[src/rtl/pipeline_hazard_sequencer_if.sv]
// rtl/pipeline_hazard_sequencer_if.sv - ID-stage/memory inputs and per-stage pipeline controls
interface pipeline_hazard_sequencer_if #(
    parameter int REG_W = 4,
    parameter int CNT_W = 16
) ();
    logic             id_valid;
    logic [4:0]       id_opcode;
    logic [REG_W-1:0] id_rs;
    logic [REG_W-1:0] id_rt;
    logic [REG_W-1:0] id_rd;
    logic             branch_taken_ex;
    logic             mem_ready;
    logic             stall_cnt_clr;
    logic             pc_write;
    logic             ifid_write;
    logic             ifid_flush;
    logic             idex_write;
    logic             idex_bubble;
    logic             exmem_write;
    logic             memwb_bubble;
    logic             mem_error;
    logic [CNT_W-1:0] stall_cnt;

    modport master (
        output id_valid, id_opcode, id_rs, id_rt, id_rd, branch_taken_ex, mem_ready, stall_cnt_clr,
        input  pc_write, ifid_write, ifid_flush, idex_write, idex_bubble, exmem_write, memwb_bubble,
               mem_error, stall_cnt
    );

    modport slave (
        input  id_valid, id_opcode, id_rs, id_rt, id_rd, branch_taken_ex, mem_ready, stall_cnt_clr,
        output pc_write, ifid_write, ifid_flush, idex_write, idex_bubble, exmem_write, memwb_bubble,
               mem_error, stall_cnt
    );
endinterface

[src/rtl/pipeline_hazard_sequencer.sv]
// rtl/pipeline_hazard_sequencer.sv - load-use stall, taken-branch flush and memory-freeze sequencer
module pipeline_hazard_sequencer #(
    parameter int REG_W       = 4,
    parameter int MEM_TIMEOUT = 15,
    parameter int CNT_W       = 16
) (
    input  logic                         clk,
    input  logic                         rst_n,
    pipeline_hazard_sequencer_if.slave   hz
);
    localparam int WC_W = $clog2(MEM_TIMEOUT + 1);

    typedef enum logic {RUN, MEM_WAIT} state_t;

    state_t           state;
    logic [WC_W-1:0]  wait_cnt;
    logic             mem_error_q;
    logic [CNT_W-1:0] stall_cnt_q;

    logic             ex_valid, ex_load, ex_memop;
    logic [REG_W-1:0] ex_dest;
    logic             mem_valid, mem_memop;

    logic             d_use_rs, d_use_rt, d_load, d_memop;
    logic [REG_W-1:0] d_dest;

    always_comb begin
        d_use_rs = 1'b0;
        d_use_rt = 1'b0;
        d_load   = 1'b0;
        d_memop  = 1'b0;
        d_dest   = '0;
        case (hz.id_opcode)
            5'b00001, 5'b00101: begin d_use_rs = 1'b1; d_use_rt = 1'b1; d_dest = hz.id_rd; end
            5'b01011, 5'b01100: begin d_use_rs = 1'b1; d_use_rt = 1'b1; end
            5'b10011:           begin d_use_rs = 1'b1; d_dest = hz.id_rt; end
            5'b01101:           begin d_use_rs = 1'b1; d_dest = hz.id_rt; d_load = 1'b1; d_memop = 1'b1; end
            5'b01111:           begin d_use_rs = 1'b1; d_use_rt = 1'b1; d_memop = 1'b1; end
            5'b10010:           begin d_use_rt = 1'b1; d_dest = hz.id_rd; end
            5'b00011:           begin d_dest = hz.id_rt; end
            default:            ;
        endcase
    end

    logic mem_pending, timed_out, freeze, drop, loaduse, stall_event;

    assign mem_pending = mem_valid & mem_memop & ~hz.mem_ready;
    assign timed_out   = (state == MEM_WAIT) && (wait_cnt >= WC_W'(MEM_TIMEOUT));
    assign freeze      = mem_pending & ~timed_out;
    // A timed-out access is abandoned: the pipeline advances and the MEM op never writes back.
    assign drop        = mem_pending & timed_out;
    assign loaduse     = hz.id_valid & ex_valid & ex_load & (ex_dest != '0) &
                         ((d_use_rs & (hz.id_rs == ex_dest)) | (d_use_rt & (hz.id_rt == ex_dest)));
    assign stall_event = freeze | (loaduse & ~hz.branch_taken_ex);

    logic pc_w, ifid_w, ifid_f, idex_w, idex_b, exmem_w, memwb_b;

    always_comb begin
        pc_w = 1'b0; ifid_w = 1'b0; ifid_f = 1'b0; idex_w = 1'b0;
        idex_b = 1'b0; exmem_w = 1'b0; memwb_b = 1'b0;
        if (!rst_n) begin
            memwb_b = 1'b0;
        end else if (freeze) begin
            memwb_b = 1'b1;
        end else if (hz.branch_taken_ex) begin
            pc_w = 1'b1; ifid_w = 1'b1; ifid_f = 1'b1; idex_w = 1'b1; idex_b = 1'b1; exmem_w = 1'b1;
            memwb_b = drop;
        end else if (loaduse) begin
            idex_w = 1'b1; idex_b = 1'b1; exmem_w = 1'b1;
            memwb_b = drop;
        end else begin
            pc_w = 1'b1; ifid_w = 1'b1; idex_w = 1'b1; exmem_w = 1'b1;
            memwb_b = drop;
        end
    end

    always_ff @(posedge clk or negedge rst_n) begin
        if (!rst_n) begin
            ex_valid  <= 1'b0;
            ex_load   <= 1'b0;
            ex_memop  <= 1'b0;
            ex_dest   <= '0;
            mem_valid <= 1'b0;
            mem_memop <= 1'b0;
        end else begin
            if (idex_w) begin
                ex_valid <= hz.id_valid & ~idex_b;
                ex_load  <= d_load;
                ex_memop <= d_memop;
                ex_dest  <= d_dest;
            end
            if (exmem_w) begin
                mem_valid <= ex_valid;
                mem_memop <= ex_memop;
            end
        end
    end

    always_ff @(posedge clk or negedge rst_n) begin
        if (!rst_n) begin
            state       <= RUN;
            wait_cnt    <= '0;
            mem_error_q <= 1'b0;
            stall_cnt_q <= '0;
        end else begin
            case (state)
                RUN: begin
                    if (freeze) begin
                        state    <= MEM_WAIT;
                        wait_cnt <= WC_W'(1);
                    end
                end
                MEM_WAIT: begin
                    if (freeze) begin
                        wait_cnt <= wait_cnt + WC_W'(1);
                    end else begin
                        state    <= RUN;
                        wait_cnt <= '0;
                        if (drop) mem_error_q <= 1'b1;
                    end
                end
                default: state <= RUN;
            endcase
            if (hz.stall_cnt_clr) begin
                stall_cnt_q <= '0;
            end else if (stall_event && (stall_cnt_q != '1)) begin
                stall_cnt_q <= stall_cnt_q + CNT_W'(1);
            end
        end
    end

    assign hz.pc_write     = pc_w;
    assign hz.ifid_write   = ifid_w;
    assign hz.ifid_flush   = ifid_f;
    assign hz.idex_write   = idex_w;
    assign hz.idex_bubble  = idex_b;
    assign hz.exmem_write  = exmem_w;
    assign hz.memwb_bubble = memwb_b;
    assign hz.mem_error    = mem_error_q;
    assign hz.stall_cnt    = stall_cnt_q;
endmodule

[src/flat_wrapper.sv]
// flat-port wrapper written by rule: the top's interface ports become plain ports
module pipeline_hazard_sequencer_flat 
#(
    parameter int REG_W       = 4,
    parameter int MEM_TIMEOUT = 15,
    parameter int CNT_W       = 16
)
  (clk, rst_n, hz_id_valid, hz_id_opcode, hz_id_rs, hz_id_rt, hz_id_rd, hz_branch_taken_ex, hz_mem_ready, hz_stall_cnt_clr, hz_pc_write, hz_ifid_write, hz_ifid_flush, hz_idex_write, hz_idex_bubble, hz_exmem_write, hz_memwb_bubble, hz_mem_error, hz_stall_cnt);
  pipeline_hazard_sequencer_if #(.REG_W(REG_W), .CNT_W(CNT_W)) hz_i ();
  input  logic clk;
  input  logic rst_n;
  input wire logic [$bits(hz_i.id_valid)-1:0] hz_id_valid;
  input wire logic [$bits(hz_i.id_opcode)-1:0] hz_id_opcode;
  input wire logic [$bits(hz_i.id_rs)-1:0] hz_id_rs;
  input wire logic [$bits(hz_i.id_rt)-1:0] hz_id_rt;
  input wire logic [$bits(hz_i.id_rd)-1:0] hz_id_rd;
  input wire logic [$bits(hz_i.branch_taken_ex)-1:0] hz_branch_taken_ex;
  input wire logic [$bits(hz_i.mem_ready)-1:0] hz_mem_ready;
  input wire logic [$bits(hz_i.stall_cnt_clr)-1:0] hz_stall_cnt_clr;
  output wire logic [$bits(hz_i.pc_write)-1:0] hz_pc_write;
  output wire logic [$bits(hz_i.ifid_write)-1:0] hz_ifid_write;
  output wire logic [$bits(hz_i.ifid_flush)-1:0] hz_ifid_flush;
  output wire logic [$bits(hz_i.idex_write)-1:0] hz_idex_write;
  output wire logic [$bits(hz_i.idex_bubble)-1:0] hz_idex_bubble;
  output wire logic [$bits(hz_i.exmem_write)-1:0] hz_exmem_write;
  output wire logic [$bits(hz_i.memwb_bubble)-1:0] hz_memwb_bubble;
  output wire logic [$bits(hz_i.mem_error)-1:0] hz_mem_error;
  output wire logic [$bits(hz_i.stall_cnt)-1:0] hz_stall_cnt;
  assign hz_i.id_valid = hz_id_valid;
  assign hz_i.id_opcode = hz_id_opcode;
  assign hz_i.id_rs = hz_id_rs;
  assign hz_i.id_rt = hz_id_rt;
  assign hz_i.id_rd = hz_id_rd;
  assign hz_i.branch_taken_ex = hz_branch_taken_ex;
  assign hz_i.mem_ready = hz_mem_ready;
  assign hz_i.stall_cnt_clr = hz_stall_cnt_clr;
  assign hz_pc_write = hz_i.pc_write;
  assign hz_ifid_write = hz_i.ifid_write;
  assign hz_ifid_flush = hz_i.ifid_flush;
  assign hz_idex_write = hz_i.idex_write;
  assign hz_idex_bubble = hz_i.idex_bubble;
  assign hz_exmem_write = hz_i.exmem_write;
  assign hz_memwb_bubble = hz_i.memwb_bubble;
  assign hz_mem_error = hz_i.mem_error;
  assign hz_stall_cnt = hz_i.stall_cnt;
  pipeline_hazard_sequencer #(.REG_W(REG_W), .MEM_TIMEOUT(MEM_TIMEOUT), .CNT_W(CNT_W)) u_core (.clk(clk), .rst_n(rst_n), .hz(hz_i));
endmodule
[config.mk]
export PLATFORM = sky130hd
export DESIGN_NAME = pipeline_hazard_sequencer_flat
export DESIGN_NICKNAME = d
export VERILOG_FILES = /design/src/rtl/pipeline_hazard_sequencer_if.sv /design/src/rtl/pipeline_hazard_sequencer.sv /design/src/flat_wrapper.sv
export SDC_FILE = /design/constraint.sdc
export NUM_CORES = 1
export LEC_CHECK = 0
export BUFFER_PORTS_ARGS = -buffer_cell sky130_fd_sc_hd__buf_2
export CAP_MARGIN = 20
export CORE_MARGIN = 3
export CORE_UTILIZATION = 57
export DETAILED_ROUTE_END_ITERATION = 8
export PLACE_DENSITY_LB_ADDON = 0.25
export SLEW_MARGIN = 20
export SYNTH_ARGS = -nofsm -noshare
export SYNTH_HDL_FRONTEND = slang
export SYNTH_SLANG_ARGS = --single-unit
[constraint.sdc]
create_clock -name clk -period 4.74 [get_ports clk]
set_input_delay 0.948 -clock clk [delete_from_list [all_inputs] [get_ports clk]]
set_output_delay 0.948 -clock clk [all_outputs]
set_load 0.02 [all_outputs]
==> run_results.csv <==
group,metric,value,unit
run_status,outcome,"finished clean",
sta,fin_crit_sh,0.678,
cts,cts_tree,"done",
logic_synthesis,synth_top_area_cell,"dfrtp_1",
worst_setup_path,crit_type,"in -> out",
routing,wl,3820,µm
power_and_ir_drop,peakVddDrop,170,µV
layout,final_common_cell,"buf_2",
routing,drtAntennaViolNets,0,
grt,grt_pass1_vias,1608,
layout,largest_reg_flops,16,
placement,place.port_buffers,46,
sta,setup_slack,1.52,ns
routing,drc,0,
die,die-area,0.00404,mm²
sta,rsz0062_at_grt,"no",
flow_run,drv_cap,0,
sta,finalMaxSlewViolations,0,
sta,setup_viol_count_final,0,
layout,utilization,0.716,
sta,maxSlewHeadroom,0.613,
worst_setup_path,worstSetupStartpointType,"primary input",
logic_synthesis,synth_top_area_share,0.410,
cts,cts_resized,0,
sta,period_needed,3.22,ns
logic_synthesis,syn_inst,200,
worst_setup_path,worstPathMaxFanout,18,
logic_synthesis,synth_nets,225,
layout,num-fill-cells,265,
routing,wl_per_cell,13.1,µm
die,chipHeight,63.6,µm
cts,post_cts_buffers,0,
die,num_rows,20,
sta,hold_viol_final,0,
die,core_area,0.00310,mm²
grt,grt_max_degree,34,
layout,final_cell_mix,"buf_2 (46), dfrtp_1 (31), nor2_1 (20)",
layout,diodes,0,
worst_setup_path,end_kind,"output pin",
grt,antenna_found_initial,0,
cts,holdBufCountCts,0,
logic_synthesis,synth-seq-cells,31,
logic_synthesis,synth_area_per_cell,9.45,µm²
logic_synthesis,synthDistinctLibCells,44,
cts,worstSkewPairLatency,0.34,ns
layout,nets,272,
sta,finalSetupTns,0,ns
routing,vias,1647,
worst_setup_path,required,3.79,ns
routing,drt_pass1_iterations,4,
grt,grt_first_pass_wirelength,6740,µm
die,die_w,63.6,µm
placement,dp_hpwl,2810,µm
power_and_ir_drop,power_density,254,mW/mm²
placement,routabilityCongestion,0.827,
logic_synthesis,synthTopCellsByArea,"dfrtp_1 (41%), xnor2_1 (4.6%), nor2_1 (4.0%), mux2_1 (3.6%), nor2b_1 (3.3%)",
die,initial_utilization,0.609,
power_and_ir_drop,p_leak,1.04,nW
die,io_pins,47,
cts,htree_levels,2,
placement,place_ws,1.51,ns
cts,path_clk_slew,0.09,ns
sta,fmax,311,MHz
worst_setup_path,cp.arrival,2.27,ns
logic_synthesis,yosys_warnings,0,
routing,drt_iter0_markers,87,
logic_synthesis,ys_seq_area_frac,0.410,
cts,cts_buffer_depth,2,
cts,cts_made_buffers,5,
sta,worstMarginPinSlew,0.581,ns
logic_synthesis,synthesis.area,0.00189,mm²
layout,drive_gt1_frac,0.282,
routing,vias_per_cell,5.64,
sta,holdWs,0.485,ns
grt,grt_overflow,0,
power_and_ir_drop,power,0.000563,W
grt,grtUsageTotal,0.210,
cts,cts.sinks,31,
hold_path,hp-class,"reg -> reg",
layout,area_delta_synth_final,17.5,%
cts,clockRootBuffer,"clkbuf_4",
sta,skew,0.00843,ns
==> cells in the mapped netlist <==
cell / n
ha_1: 2
clkbuf_1: 3
mux2_1: 6
and3b_2: 1
and4_1: 2
o31ai_1: 1
nor4_1: 2
inv_1: 7
a31oi_1: 2
a21o_1: 3
nor3b_1: 4
o21ai_0: 11
a32o_1: 1
or2_2: 1
a211oi_1: 1
nor4b_2: 2
nand4_1: 8
o211ai_1: 1
xnor2_1: 10
o211ai_4: 1
a21oi_2: 3
a21bo_2: 2
and2_1: 4
a22oi_1: 4
nand2_1: 16
o21bai_1: 1
nor2b_1: 10
mux2i_1: 2
and3_1: 4
a21oi_1: 10
o21a_1: 1
and4bb_2: 1
and2b_1: 2
dfrtp_1: 31
nor2_1: 20
buf_6: 2
and3b_1: 1
nand3_1: 6
mux2_2: 3
nand3b_1: 2
a211oi_4: 1
o21ai_1: 2
buf_4: 2
nor3_1: 1
==> path summary, 6_finish.rpt <==
path | from | cells after the start | slack, ns | to
min | u_core.ex_load$_DFFE_PN0P_ | 2 | 0.48 | u_core.ex_load$_DFFE_PN0P_
min reg2reg | u_core.ex_load$_DFFE_PN0P_ | 2 | 0.48 | u_core.ex_load$_DFFE_PN0P_
min in group asynchronous | rst_n | 2 | 0.61 | u_core.hz.stall_cnt[14]$_DFFE_PN0P_
max in group asynchronous | rst_n | 2 | 3.84 | u_core.hz.stall_cnt[0]$_DFFE_PN0P_
max reg2reg | u_core.hz.stall_cnt[0]$_DFFE_PN0P_ | 6 | 2.30 | u_core.hz.stall_cnt[10]$_DFFE_PN0P_
max | hz_mem_ready | 6 | 1.52 | hz_idex_write
==> layout make-up <==
type	count	area, µm²	area share
Tap cell	44	55.1	0.0248
Clock buffer	6	51.3	0.0231
Sequential cell	31	776	0.349
Multi-Input combinational cell	155	1040	0.468
Timing Repair Buffer	47	238	0.107
Clock inverter	2	35.0	0.0158
Inverter	7	26.3	0.0118
==> cell families after synthesis <==
| logic type | share of synthesized area |
|---|---|
| adder cells (fa/ha/maj) | 0.0132 |
| AND/OR/NAND/NOR | 0.259 |
| flip-flops | 0.410 |
| XOR/XNOR | 0.0463 |
| buffers and inverters | 0.0397 |
| multiplexers | 0.0642 |
| AO/OA/AOI/OAI | 0.167 |
==> power breakdown <==
part | internal, W | switching, W
logic | 0.0000279 | 0.0000363
registers | 0.000272 | 0.00000849
clock network | 0.000125 | 0.0000939
total | 0.000425 | 0.000139
==> per-layer routing <==
| layer | vias up | routed length [µm] | global-route usage | part of all wire |
|---|---|---|---|---|
| li1 | 807 | - | - | - |
| met1 | 780 | 1690 | 0.249 | 0.44 |
| met2 | 48 | 1840 | 0.348 | 0.48 |
| met3 | 12 | 218 | 0.0660 | 0.057 |
| met4 | 0 | 70 | 0.0916 | 0.018 |
| met5 | - | 0 | 0 | 0 |
==> worst max-delay path: stages <==
cell and delay, ns:
buf_2 0.10, nor2_1 0.22, nand2_1 0.21, nand2_1 0.43
inv_1 0.16, buf_2 0.19
==> through the flow <==
| stage | instances | instance area (µm²) |
|---|---|---|
| 5_1_grt | 292 | 2220 |
| 3_3_place_gp | 284 | 2130 |
| 2_1_floorplan | 200 | 1890 |
| 3_5_place_dp | 284 | 2130 |
| 4_1_cts | 292 | 2220 |
| 6_report | 292 | 2220 |
Note: power is estimated with default switching activity, not from simulation.
